$ cat src/rtl/unet_mbx_pkg.sv
// Shared definitions for the U-Net mailbox controller: sequencer states,
// status words written back to the PS, and the mailbox word addressing helper.
package unet_mbx_pkg;

    typedef enum logic [2:0] {
        ST_GAP,
        ST_POLL,
        ST_POLL_WAIT,
        ST_RD_DESC,
        ST_START,
        ST_WAIT_DONE,
        ST_WR_STAT,
        ST_CLR_CMD
    } mbx_state_t;

    localparam logic [31:0] STATUS_OK  = 32'hC0DE_0001;
    localparam logic [31:0] STATUS_TMO = 32'hC0DE_00EE;

    // Descriptor index width; enough for up to 8 descriptors
    localparam int IDX_W = 3;

    // Byte address of mailbox word k relative to the mailbox base
    function automatic logic [31:0] word_addr(input logic [31:0] base, input logic [31:0] k);
        return base + (k << 2);
    endfunction

endpackage

$ cat src/rtl/mbx_rd_pipe.sv
// Tags in-flight BRAM reads: a LAT-deep shift register carrying a valid bit
// and the descriptor index, so each returning word lands in the right slot.
module mbx_rd_pipe
    import unet_mbx_pkg::*;
#(
    parameter int LAT = 1
) (
    input  logic             clk,
    input  logic             rst_n,
    input  logic             in_valid,
    input  logic [IDX_W-1:0] in_idx,
    output logic             out_valid,
    output logic [IDX_W-1:0] out_idx
);

    logic [LAT-1:0]   vld;
    logic [IDX_W-1:0] idx [LAT];

    // Shift the read tag one stage per cycle so it emerges with its data
    always_ff @(posedge clk or negedge rst_n) begin
        if (!rst_n) begin
            vld <= '0;
            for (int i = 0; i < LAT; i++) begin
                idx[i] <= '0;
            end
        end else begin
            vld[0] <= in_valid;
            idx[0] <= in_idx;
            for (int i = 1; i < LAT; i++) begin
                vld[i] <= vld[i-1];
                idx[i] <= idx[i-1];
            end
        end
    end

    assign out_valid = vld[LAT-1];
    assign out_idx   = idx[LAT-1];

endmodule

$ cat src/rtl/unet_mailbox_ctrl.sv
// U-Net mailbox controller: polls the PS command word in BRAM, fetches the
// layer descriptors, launches the accelerator, reports status and re-arms.
module unet_mailbox_ctrl
    import unet_mbx_pkg::*;
#(
    parameter logic [31:0] START_ADDR  = 32'h4580_0000,
    parameter int          NDESC       = 4,
    parameter int          RD_LAT      = 1,
    parameter logic [31:0] GO_MAGIC    = 32'h0005_0010,
    parameter int          POLL_GAP    = 16,
    parameter logic [31:0] TIMEOUT_CYC = 32'd1_000_000
) (
    input  logic                  clk,
    input  logic                  rst_n,
    output logic                  ram_clk,
    output logic                  ram_rst,
    output logic                  ram_en,
    output logic [3:0]            ram_we,
    output logic [31:0]           ram_addr,
    output logic [31:0]           ram_wd_data,
    input  logic [31:0]           ram_rd_data,
    output logic [32*NDESC-1:0]   cfg_addr,
    output logic                  cfg_valid,
    output logic                  acc_start,
    input  logic                  acc_done,
    output logic                  busy,
    output logic                  err_timeout,
    output logic [15:0]           run_cnt
);

    mbx_state_t       state;
    mbx_state_t       state_nxt;
    logic [31:0]      cnt;
    logic             rd_issue;
    logic [IDX_W-1:0] rd_idx;
    logic             go_match;
    logic             tmo_hit;
    logic             pipe_valid;
    logic [IDX_W-1:0] pipe_idx;

    assign ram_clk = clk;
    assign ram_rst = 1'b0;

    mbx_rd_pipe #(.LAT(RD_LAT)) u_rd_pipe (
        .clk       (clk),
        .rst_n     (rst_n),
        .in_valid  (rd_issue),
        .in_idx    (rd_idx),
        .out_valid (pipe_valid),
        .out_idx   (pipe_idx)
    );

    // State register plus a per-state cycle counter that restarts on every transition
    always_ff @(posedge clk or negedge rst_n) begin
        if (!rst_n) begin
            state <= ST_GAP;
            cnt   <= '0;
        end else begin
            state <= state_nxt;
            if (state_nxt != state) begin
                cnt <= '0;
            end else begin
                cnt <= cnt + 32'd1;
            end
        end
    end

    // Next-state decode and BRAM / accelerator strobes for the current state
    always_comb begin
        state_nxt   = state;
        ram_en      = 1'b0;
        ram_we      = 4'h0;
        ram_addr    = '0;
        ram_wd_data = '0;
        acc_start   = 1'b0;
        cfg_valid   = 1'b0;
        busy        = 1'b1;
        rd_issue    = 1'b0;
        rd_idx      = '0;
        go_match    = 1'b0;
        tmo_hit     = 1'b0;
        case (state)
            ST_GAP: begin
                busy = 1'b0;
                if (cnt == 32'(POLL_GAP - 1)) begin
                    state_nxt = ST_POLL;
                end
            end
            ST_POLL: begin
                busy      = 1'b0;
                ram_en    = 1'b1;
                ram_addr  = START_ADDR;
                state_nxt = ST_POLL_WAIT;
            end
            ST_POLL_WAIT: begin
                busy = 1'b0;
                if (cnt == 32'(RD_LAT - 1)) begin
                    if (ram_rd_data == GO_MAGIC) begin
                        go_match  = 1'b1;
                        state_nxt = ST_RD_DESC;
                    end else begin
                        state_nxt = ST_GAP;
                    end
                end
            end
            ST_RD_DESC: begin
                if (cnt < 32'(NDESC)) begin
                    ram_en   = 1'b1;
                    ram_addr = word_addr(START_ADDR, cnt + 32'd1);
                    rd_issue = 1'b1;
                    rd_idx   = cnt[IDX_W-1:0];
                end
                if (cnt == 32'(NDESC + RD_LAT - 1)) begin
                    state_nxt = ST_START;
                end
            end
            ST_START: begin
                acc_start = 1'b1;
                cfg_valid = 1'b1;
                state_nxt = ST_WAIT_DONE;
            end
            ST_WAIT_DONE: begin
                cfg_valid = 1'b1;
                if (acc_done) begin
                    state_nxt = ST_WR_STAT;
                end else if (cnt == TIMEOUT_CYC - 32'd1) begin
                    tmo_hit   = 1'b1;
                    state_nxt = ST_WR_STAT;
                end
            end
            ST_WR_STAT: begin
                ram_en      = 1'b1;
                ram_we      = 4'hF;
                ram_addr    = word_addr(START_ADDR, 32'(NDESC + 1));
                ram_wd_data = err_timeout ? STATUS_TMO : STATUS_OK;
                state_nxt   = ST_CLR_CMD;
            end
            ST_CLR_CMD: begin
                ram_en      = 1'b1;
                ram_we      = 4'hF;
                ram_addr    = START_ADDR;
                ram_wd_data = '0;
                state_nxt   = ST_GAP;
            end
            default: begin
                state_nxt = ST_GAP;
            end
        endcase
    end

    // Descriptor capture, sticky timeout flag and completed-run counter
    always_ff @(posedge clk or negedge rst_n) begin
        if (!rst_n) begin
            cfg_addr    <= '0;
            err_timeout <= 1'b0;
            run_cnt     <= '0;
        end else begin
            for (int i = 0; i < NDESC; i++) begin
                if (pipe_valid && pipe_idx == IDX_W'(i)) begin
                    cfg_addr[32*i +: 32] <= ram_rd_data;
                end
            end
            if (go_match) begin
                err_timeout <= 1'b0;
            end else if (tmo_hit) begin
                err_timeout <= 1'b1;
            end
            if (state == ST_CLR_CMD) begin
                run_cnt <= run_cnt + 16'd1;
            end
        end
    end

endmodule

$ cat config.mk
export PLATFORM = sky130hd
export DESIGN_NAME = unet_mailbox_ctrl
export DESIGN_NICKNAME = d
export VERILOG_FILES = /design/src/rtl/unet_mbx_pkg.sv /design/src/rtl/mbx_rd_pipe.sv /design/src/rtl/unet_mailbox_ctrl.sv
export SDC_FILE = /design/constraint.sdc
export NUM_CORES = 1
export LEC_CHECK = 0
export CORE_MARGIN = 2
export CORE_UTILIZATION = 51
export DETAILED_ROUTE_END_ITERATION = 10
export GPL_TIMING_DRIVEN = 0
export MAX_ROUTING_LAYER = met4
export PLACE_DENSITY = 0.9
export SLEW_MARGIN = 10
export SYNTH_ARGS = -nofsm -noshare
export SYNTH_HDL_FRONTEND = slang
export SYNTH_SLANG_ARGS = --single-unit
$ cat constraint.sdc
create_clock -name clk -period 5 [get_ports clk]
set_input_delay 1.25 -clock clk [delete_from_list [all_inputs] [get_ports clk]]
set_output_delay 1.25 -clock clk [all_outputs]
set_load 0.05 [all_outputs]
# --- Yosys cells after proc, flatten, opt, wreduce, memory -nomap -nowiden ---
# Cells that the tools add are included.
word_totals:
  reg_bits: 184
op_classes:
  n_lt_le_gt_ge: 1
  add_sub_neg: 3
  reduce_logical: 13
  n_eq_ne: 15
  mux: 29
op_table:
  columns: ["op", "n"]
  rows:
  - ["2-to-1 mux 32 bit", 3]
  - ["one-hot mux 32 bit (3 select lines)", 1]
  - ["adder 31 x 32 -> 32 bit, first input constant", 1]
  - ["adder 32 x 1 -> 32 bit, second input constant", 1]
  - ["== test 32 x 19 -> 1 bit, second input constant", 1]
  - ["== test 32 x 20 -> 1 bit, second input constant", 1]
  - ["== test 32 x 3 -> 1 bit, second input constant", 1]
  - ["== test 32 x 4 -> 1 bit, second input constant", 1]
  - ["zero test 32 bit", 1]
  - ["< comparator 32 x 3 -> 1 bit, second input constant", 1]
  - ["one-hot mux 3 bit (8 select lines)", 1]
  - ["2-to-1 mux 3 bit", 7]
  - ["adder 16 x 1 -> 16 bit, second input constant", 1]
  - ["2-to-1 mux 1 bit", 13]
  - ["== test 3 x 2 -> 1 bit, second input constant", 4]
  - ["== test 3 bit, second input constant", 4]
  - ["2-to-1 mux 8 bit", 1]
  - ["== test 3 x 1 -> 1 bit, second input constant", 2]
  - ["zero test 3 bit", 2]
  - ["OR reduction 2 bit", 3]
  - ["OR reduction 3 bit", 2]
  - ["logical AND 1 bit", 4]
  - ["2-to-1 mux 4 bit", 1]
  - ["!= test 3 bit", 1]
  - ["3 further kinds", 3]

# --- Longest topological paths before layout ---
# Gate-level depths: netlist (run 1).
logic_depth:
  ltp_word: 6
  depth_mapped: 8
  depth_no_buf: 7

# --- By module ---
# A second synthesis (run 1) with hierarchy kept.
hier_totals:
  hier_cells: 668
  hier_area_um2: 8267.9
modules_own_cells:
  columns: ["mod", "cells_per_inst", "area_per_inst_um2", "instances"]
  rows:
  - ["unet_mailbox_ctrl", 664, 8167.8, 1]
  - ["mbx_rd_pipe", 4, 100.1, 1]

==> impl_results.md, run 1 <==
* Yosys Warn Count at 0
* Rel. slew slack at 31.86%
* Post-synth top cells: dfrtp_1, mux2_2, buf_4, nor2_1
* Register share of total power at 33.8%
* Top-count cell post-synth: dfrtp_1
* Share of the synthesized area in the top cell type at 53.94%
* Final setup viols at 0
* GP Congestion at 0.8986
* Area grow syn2layout at 38.08%
* Port bufs at 211
* Share of layout cells above drive strength 1 at 28.27%
* Clk network pwr share at 27.8%
* Sw Pwr at 2.164 mW
* Starting Density at 51.85%
* Largest net degree at the start of global routing at 96
* Crit start category: flop
* Ys async rst share at 100.0%
* Initial antenna violation count at 0
* EDFF count, synth at 0
* Status: finished, final reports clean
* Tcrit/Tclk final at 97.92%
* Final WL at 22360 um
* Worst min-delay path class: flop to flop
* First DRT Iteration DRCs at 418
* Chip width at 133.4 um
* Syn Area/Cell at 12.82 um2
* Minimum clock period at 4.896 ns
* Sw Share at 39.32%
* LEAKAGE at 5.208 nW
* Io pins at 254
* Gr ovfl total at 0
* Internal power at 3.338 mW
* Routed length per instance at 19.03 um
* Max_cap viols at 0
* Power Total at 5.502 mW
* Cell Rows at 47
* Synthesized instance count at 666
* Synth area leaders: dfrtp_1, mux2_2, buf_4
* FMAX at 204.3 MHz
* Via/cell ratio at 5.389
* Drt pass-1 iters at 6
* PwrDens at 466.8 nW/um2
* RSZ-0062 raised after global routing: false
* Req. time, crit path at 3.75 ns
* Worst-Skew Late Latency at 0.55 ns
* Antenna cells at 0
* DP HPWL at 16040 um
* Number of global-route vias before repair at 6290
* Final Net Count at 981
* Critical Path AT at 3.65 ns
* Seq/Total Area, Yosys at 53.94%
* Post-synth design cell area at 8537 um2
* Placement Setup Slack at 0.4645 ns
* First-pass GRT wire length at 35540 um
* Share of total power in combinational logic at 38.3%
* Slew at the pin closest to its max-slew limit at 1.008 ns
* Crit Path Class: flop to output pin
* CP endpoint kind: output pin
* ANT nets after route at 0
* Count of different cell masters after synthesis at 50
* #FFs+latches synth at 184
* Placeable Area at 16470 um2
* Die height at 133.4 um
* Prevailing post-synth register cell: dfrtp_1
* Max VDD drop at 0.3032 mV
* Fin. max-slew vios at 0
* Number of remaining DRC errors at 0
* Total global-route track usage at 26.67%
* CTS clk-pin slew, worst paths at 0.06 ns
* Routed vias at 6332
* Worst-path maximum fanout at 10
* Worst clock skew at 0.008498 ns
* CTS tree: done
* Final hold vios at 0
* Leading area contributor after synthesis: dfrtp_1
* Final worst slack at 0.1042 ns
* Die ar. at 17790 um2
power by group through the flow:
stage / registers, mW / clock network (mW) / logic [mW]
6_report: 1.86 / 1.53 / 2.11
5_1_grt: 1.89 / 1.62 / 2.18
4_1_cts: 1.86 / 1.55 / 2.11
3_5_place_dp: 1.88 / 0.0572 / 2.10
3_3_place_gp: 1.87 / 0.0572 / 2.07
2_1_floorplan: 2.61 / 0.0431 / 0.659
placed cells by master, fill, tap and decap left out, types with 4 or more instances in the layout:
cell type	count
clkdlybuf4s50_1	206
dfrtp_1	184
mux2_2	129
buf_4	58
conb_1	43
nor2_1	29
xnor2_1	26
nand2_1	26
a211oi_2	26
clkbuf_16	20
clkbuf_1	19
nand3_1	17
xor2_1	17
nand4_1	15
inv_1	13
nor3_1	12
nor4_1	10
buf_1	7
and2_1	6
a21oi_1	6
and4_1	5
and3_1	5
buf_2	4
buf_6	4
o21ai_0	4
buf_8	4
a211oi_1	4
ha_1	4
cell families after synthesis:
logic type / after synthesis / synth area share, %
AOI/OAI and AO/OA: 51 / 5.936
xor gates and xnor gates: 43 / 4.412
adders and majority gates: 4 / 0.5863
buffers and inverters: 105 / 7.973
DFF: 184 / 53.94
muxes: 130 / 17.13
other: 1 / 0.04393
and+or+nand+nor: 148 / 9.981
cell type report:
type | count | area (um2)
Fill cell | 1082 | 4678
Sequential cell | 184 | 4604
Multi-Input combinational cell | 419 | 3410
Timing Repair Buffer | 211 | 2141
Buffer | 92 | 631.9
Clock buffer | 27 | 563.0
Tap cell | 220 | 275.3
Clock inverter | 9 | 113.9
Inverter | 13 | 48.80
layer usage:
| layer | global-route usage, % | part of all wire, % |
|---|---|---|
| met1 | 33.10 | 40 |
| met4 | 12.94 | 4.4 |
| met2 | 42.21 | 50 |
| met3 | 5.213 | 5.3 |
| met5 | - | 0 |
worst max-delay path, stage by stage, from the launching register on:
cell	delay [ns]
dfrtp_1	0.44
or4_1	0.68
nor4_2	0.37
and3_1	0.25
nand2_1	0.10
clkbuf_1	0.29
nand2_1	0.15
clkdlybuf4s50_1	0.81
flip-flops by register name, indices dropped and copies added, names as in the netlist:
register / cells
u_rd_pipe.out_idx: 3
run_cnt: 16
cnt: 32
u_rd_pipe.out_valid: 1
err_timeout: 1
cfg_addr: 128
state: 3
what timing repair did:
item | CTS | global route
hold buffers | 0 | 0
gates resized for setup | 1 | 3
setup buffers | 0 | 0
endpoints found under the setup margin | 1 | 3
through the flow:
step	hold slack (ns)	instance area, um2	util (%)	cells	TNS (ns)
CTS	0.4896	11780	71.54	1175	0
global placement	0.4781	11080	67.30	1139	-892.53
floorplan	0.4872	8695	-	708	0
global route	0.5049	11790	71.59	1175	0
finish	0.4873	11790	71.59	1175	0
detailed placement	0.4768	11110	67.50	1140	0
final timing paths:
check | start | end | slack [ns] | depth (start not counted)
max | cnt[8] | ram_en | 0.10 | 7
max reg2reg | state[1] | cnt[10] | 2.35 | 7
max in group asynchronous | rst_n | run_cnt[14] | 3.42 | 2
min reg2reg | run_cnt[15] | run_cnt[15] | 0.49 | 1
min in group asynchronous | rst_n | cfg_addr[114] | 0.70 | 1
min | run_cnt[15] | run_cnt[15] | 0.49 | 1
Power figures use the tool's default switching activity.
==> run 2, diff against run 1 <==
==> constraint.sdc (replaced) <==
create_clock -name clk -period 5 [get_ports clk]
set_input_delay 0.5 -clock clk [delete_from_list [all_inputs] [get_ports clk]]
set_output_delay 0.5 -clock clk [all_outputs]
set_load 0.05 [all_outputs]
==> impl_results.md, run 2 (synthesis results as in run 1) <==
* Final setup viols at 0
* Max reg flops at 128
* Worst-Skew Late Latency at 0.55 ns
* Final core occ at 71.61%
* PwrDens at 466.8 nW/um2
* Placement Setup Slack at 1.214 ns
* Share of total power in combinational logic at 38.3%
* CP endpoint kind: output pin
* Final worst slack at 0.6883 ns
* Crit start category: flop
* Share of layout cells above drive strength 1 at 28.24%
* Antenna cells at 0
* Worst reg2reg setup slack at 2.33 ns
* Routed length per instance at 19.02 um
* First-pass GRT wire length at 35590 um
* Io pins at 254
* Clk network pwr share at 27.8%
* Fin. max-slew vios at 0
* DP HPWL at 16040 um
* Routed vias at 6303
* Multi-input logic area at 3410 um2
* Hold_ws at 0.4874 ns
* Internal power at 3.340 mW
* Area grow syn2layout at 38.12%
* Finished Layout Cells at 1176
* Rel. slew slack at 31.52%
* Final hold vios at 0
* CP Cell Sequence: or4_1 -> nor4_2 -> and3_1 -> nand2_1 -> clkbuf_1 -> nor2_1 -> clkdlybuf4s50_1
* Die height at 133.4 um
* Crit Path Class: flop to output pin
* Reg2reg end: cnt[10]
* FF+latch area at 4604 um2
* Worst reg2reg startpoint: state[1]
* Drt pass-1 iters at 5
* Worst min-delay path class: flop to flop
* CTS clk-pin slew, worst paths at 0.06 ns
* Worst clock skew at 0.009486 ns
* Req. time, crit path at 4.50 ns
* Slew at the pin closest to its max-slew limit at 1.013 ns
* Max_cap viols at 0
* First DRT Iteration DRCs at 387
* Starting Density at 51.85%
* Gr ovfl total at 0
* Post-route setup TNS at 0 ns
* Max incr delay on CP at 0.86 ns
* Post-CTS resize count at 0
* Filler instances at 1082
* Largest regs: cfg_addr: 128 flops, cnt: 32 flops, run_cnt: 16 flops
* Minimum clock period at 4.312 ns
* LEAKAGE at 5.154 nW
* Via/cell ratio at 5.360
* Slowest-stage cell, CP: clkdlybuf4s50_1
* GP Congestion at 0.8986
* Number of global-route vias before repair at 6296
* Max VDD drop at 0.3029 mV
* Total global-route track usage at 26.72%
* Die ar. at 17790 um2
* Worst reg-to-reg path cell count at 7
* Register share of total power at 33.8%
* Tcrit/Tclk final at 86.23%
* Cell Rows at 47
* Final Net Count at 982
* Port bufs at 211
* Worst-path maximum fanout at 10
* Critical Path AT at 3.81 ns
* Placed insts at 1140
* Postcts setup bufs at 0
* Sw Pwr at 2.165 mW
* Largest net degree at the start of global routing at 96
* Top reg by flops: cfg_addr
* RSZ-0062 raised after global routing: false
* ANT nets after route at 0
* Commonest non-fill, non-tap cell in the layout: clkdlybuf4s50_1
* Crit path from: cnt[8]
* CTS tree: done
* Cts hold-fix bufs at 1
* Placeable Area at 16470 um2
* Status: finished, final reports clean
* Setup crit end: ram_addr[3]
* Chip width at 133.4 um
* Initial antenna violation count at 0
* Final WL at 22370 um
* FMAX at 231.9 MHz
* Number of remaining DRC errors at 0
* Sw Share at 39.33%
* Most frequent cells in the layout: clkdlybuf4s50_1, dfrtp_1, mux2_2
## run 2: changes by cell type in the layout (fill, tap and decap cells not counted)
| cell | before | now |
|---|---|---|
| dlygate4sd2_1 | 1 | 0 |
| clkdlybuf4s50_1 | 206 | 210 |
| dlygate4sd3_1 | 0 | 1 |
| dlymetal6s2s_1 | 3 | 0 |
## run 2: metal layers
layer | wire (um) | part of all wire [%] | GRT usage [%]
met3 | 1158 | 5.2 | 5.213
met4 | 988 | 4.4 | 12.94
met1 | 9033 | 40 | 33.10
met5 | 0 | 0 | -
met2 | 11190 | 50 | 42.38
## run 2: area by class of cell
cell class | count | share of cell area (%)
Tap cell | 220 | 2.334
Timing Repair Buffer | 212 | 18.19
Clock buffer | 27 | 4.775
Buffer | 92 | 5.359
Inverter | 13 | 0.4138
Multi-Input combinational cell | 419 | 28.92
Clock inverter | 9 | 0.9656
Sequential cell | 184 | 39.05
## run 2: worst min path at each step
stage	start	to	cells past startpoint
after floorplan	rst_n	cfg_addr[0]	0
after CTS	run_cnt[15]	run_cnt[15]	1
final	run_cnt[15]	run_cnt[15]	1
after global routing	run_cnt[10]	run_cnt[10]	1
after global placement	run_cnt[2]	run_cnt[2]	1
after detailed placement	run_cnt[15]	run_cnt[15]	1
## run 2: power groups by stage
stage	sequential (mW)	combinational [mW]	clock (mW)
2_1_floorplan	2.61	0.659	0.0431
3_3_place_gp	1.87	2.07	0.0572
3_5_place_dp	1.88	2.10	0.0572
4_1_cts	1.86	2.11	1.55
5_1_grt	1.89	2.18	1.62
6_report	1.86	2.11	1.53
## run 2: critical path, delay by kind of cell (launching register included)
| kind | cells | cell delay, ns |
|---|---|---|
| flip-flops | 1 | 0.45 |
| buffers and inverters | 2 | 1.15 |
| AND/OR/NAND/NOR | 5 | 1.66 |
## run 2: stage by stage
stage	cell area, um2	total power, mW
2_1_floorplan	8695	3.311
3_3_place_gp	11080	4.000
3_5_place_dp	11110	4.046
4_1_cts	11790	5.526
5_1_grt	11790	5.695
6_report	11790	5.504
==> run 3, diff against run 2 <==
Settings changed: SYNTH_HIERARCHICAL from default to 1.
==> impl_results.md, run 3 <==
* Internal power at 3.311 mW
* Register share of total power at 34.0%
* Starting Density at 52.05%
* Prevailing post-synth register cell: dfrtp_1
* Max incr delay on CP at 0.84 ns
* Worst-Skew Late Latency at 0.54 ns
* Yosys Warn Count at 6
* Filler instances at 1074
* Max VDD drop at 0.4569 mV
* Most frequent cells in the layout: clkdlybuf4s50_1, dfrtp_1, mux2_2
* ANT nets after route at 0
* #FFs+latches synth at 184
* Slowest-stage cell, CP: clkdlybuf4s50_1
* Multi-input logic area at 3242 um2
* Chip width at 131.3 um
* Worst-path maximum fanout at 6
* LEAKAGE at 5.128 nW
* Placeable Area at 15890 um2
* Total global-route track usage at 25.73%
* FF+latch area at 4604 um2
* Crit Path Class: flop to output pin
* GR peak layer: met2
* Top cell by count, worst path: ha_1
* Gr ovfl total at 0
* Met2 GRT Util at 43.42%
* Die height at 131.3 um
* Die ar. at 17250 um2
* Met1 usage at 30.23%
* Sw Share at 39.80%
* Commonest non-fill, non-tap cell in the layout: clkdlybuf4s50_1
* Max_cap viols at 0
* Final core occ at 72.39%
* Post-CTS resize count at 0
* Leading area contributor after synthesis: dfrtp_1
* Largest delay contributor family on the critical path: simple AND/OR/NAND/NOR gates
* Top-count cell post-synth: dfrtp_1
* RSZ-0062 raised after global routing: false
* Power Total at 5.500 mW
* Share of the synthesized area in the top cell type at 55.69%
* Worst reg-to-reg path cell count at 7
* Routed vias at 6001
* Share of total power in combinational logic at 38.9%
* Req. time, crit path at 4.50 ns
* Largest net degree at the start of global routing at 113
* Fin. max-slew vios at 0
* CP Cell Sequence: ha_1 -> nand3_1 -> nor3_1 -> nand2_1 -> or3_1 -> xor2_1 -> ha_1 -> o21ai_0 -> clkdlybuf4s50_1
* Clk network pwr share at 27.1%
* Final hold vios at 0
* Final WL at 20880 um
* Slew at the pin closest to its max-slew limit at 0.9909 ns
* First DRT Iteration DRCs at 349
* Final worst slack at 0.6889 ns
* Minimum clock period at 4.311 ns
* WP depth at 9
* Sw Pwr at 2.189 mW
* Area grow syn2layout at 39.07%
* Placement Setup Slack at 1.214 ns
* Count of different cell masters after synthesis at 47
* Max reg flops at 128
* CP bufs+invs at 1
* Post-synth top cells: dfrtp_1, mux2_2, buf_4, nand2_1, nor2_1
* Largest regs: cfg_addr: 128 flops, cnt: 32 flops, run_cnt: 16 flops
* Synthesized instance count at 668
* GP Congestion at 0.8941
* Antenna cells at 0
* Number of remaining DRC errors at 0
* PwrDens at 478.3 nW/um2
* Seq/Total Area, Yosys at 55.69%
* Drt pass-1 iters at 5
* CTS tree: done
* Post-synth design cell area at 8268 um2
* Ys async rst share at 100.0%
* Reg2reg end: cnt[21]
* Crit path from: cnt[0]
* Routed length per instance at 17.82 um
* Port bufs at 211
* Initial antenna violation count at 0
* Top reg by flops: cfg_addr
* Fin area at 11500 um2
* Setup crit end: ram_addr[24]
* Final Net Count at 984
* EDFF count, synth at 0
* DP Area at 10840 um2
* Worst clock skew at 0.01106 ns
* Syn Area/Cell at 12.38 um2
* DP HPWL at 15020 um
* Worst reg2reg startpoint: state[0]
* Worst min-delay path class: flop to flop
* Final setup viols at 0
* FMAX at 232.0 MHz
* Postcts setup bufs at 0
* Number of global-route vias before repair at 6122
* Critical Path AT at 3.81 ns
* Cell Rows at 46
* Tcrit/Tclk final at 86.22%
* Synth area leaders: dfrtp_1, mux2_2, buf_4
* CP endpoint kind: output pin
* Share of layout cells above drive strength 1 at 25.42%
* Worst reg2reg setup slack at 2.45 ns
* Crit start category: flop
* CTS clk-pin slew, worst paths at 0.06 ns
* Io pins at 254
* Grt met3 use at 5.401%
* First-pass GRT wire length at 33650 um
* Rel. slew slack at 33.01%
* Via/cell ratio at 5.120
* Status: finished, final reports clean
-- run 3: cell types whose count changed in the layout (fill, tap and decap cells not counted), sizes merged, moves of 7 or more --
cell | before | now
a211oi | 30 | 0
buf | 78 | 70
clkbuf | 42 | 35
nand2 | 26 | 53
nand3 | 17 | 27
nor2 | 29 | 50
nor3 | 12 | 5
xnor2 | 26 | 33
-- run 3: kinds of logic (layout without fill, tap and decap cells) --
family	Yosys count	in the layout	share of synthesized area, %
AOI/OAI and AO/OA	16	16	1.423
xor gates and xnor gates	44	44	4.661
adders and majority gates	4	4	0.6054
buffers and inverters	90	336	7.007
DFF	184	184	55.69
muxes	129	129	17.57
other	1	43	0.04536
and+or+nand+nor	200	200	13.00
-- run 3: metrics by stage --
stage	instances	TNS, ns	hold slack [ns]
after global placement	1137	-741.93	0.4598
after floorplan	710	0	0.2044
after global routing	1172	0	0.5014
final	1172	0	0.4826
after CTS	1172	0	0.4875
after detailed placement	1138	0	0.4745
-- run 3: repair_timing --
item | 4_1_cts | 5_1_grt
endpoints found under the setup margin | 0 | 0
endpoints found under the hold margin | 72 | 0
hold buffers | 1 | 0
-- run 3: layout make-up --
class | instances | area share, %
sequential | 184 | 40.04
multi-input combinational | 436 | 28.19
timing repair buffer | 212 | 18.65
buffer | 82 | 4.777
clock buffer | 22 | 4.472
tap | 216 | 2.350
clock inverter | 12 | 1.251
inverter | 8 | 0.2612
-- run 3: how the worst min path moves through the flow --
stage,to,cells after the start,from
floorplan,cfg_addr[0],0,rst_n
global placement,run_cnt[15],1,run_cnt[15]
detailed placement,run_cnt[15],1,run_cnt[15]
CTS,run_cnt[15],1,run_cnt[15]
global route,run_cnt[15],1,run_cnt[15]
finish,run_cnt[15],1,run_cnt[15]
-- run 3: power groups by stage --
stage	sequential [mW]	combinational (mW)	clock (mW)
final	1.87	2.14	1.49
after detailed placement	1.89	2.13	0.0572
after CTS	1.87	2.15	1.51
after floorplan	2.60	0.701	0.0431
after global placement	1.88	2.10	0.0572
after global routing	1.90	2.22	1.58
-- run 3: routing by layer --
metal  up-vias  wire length [um]
met2       242             10810
met3        35              1069
met1      2947              8459
li1       2777                 -
met4         0               541
met5         -                 0
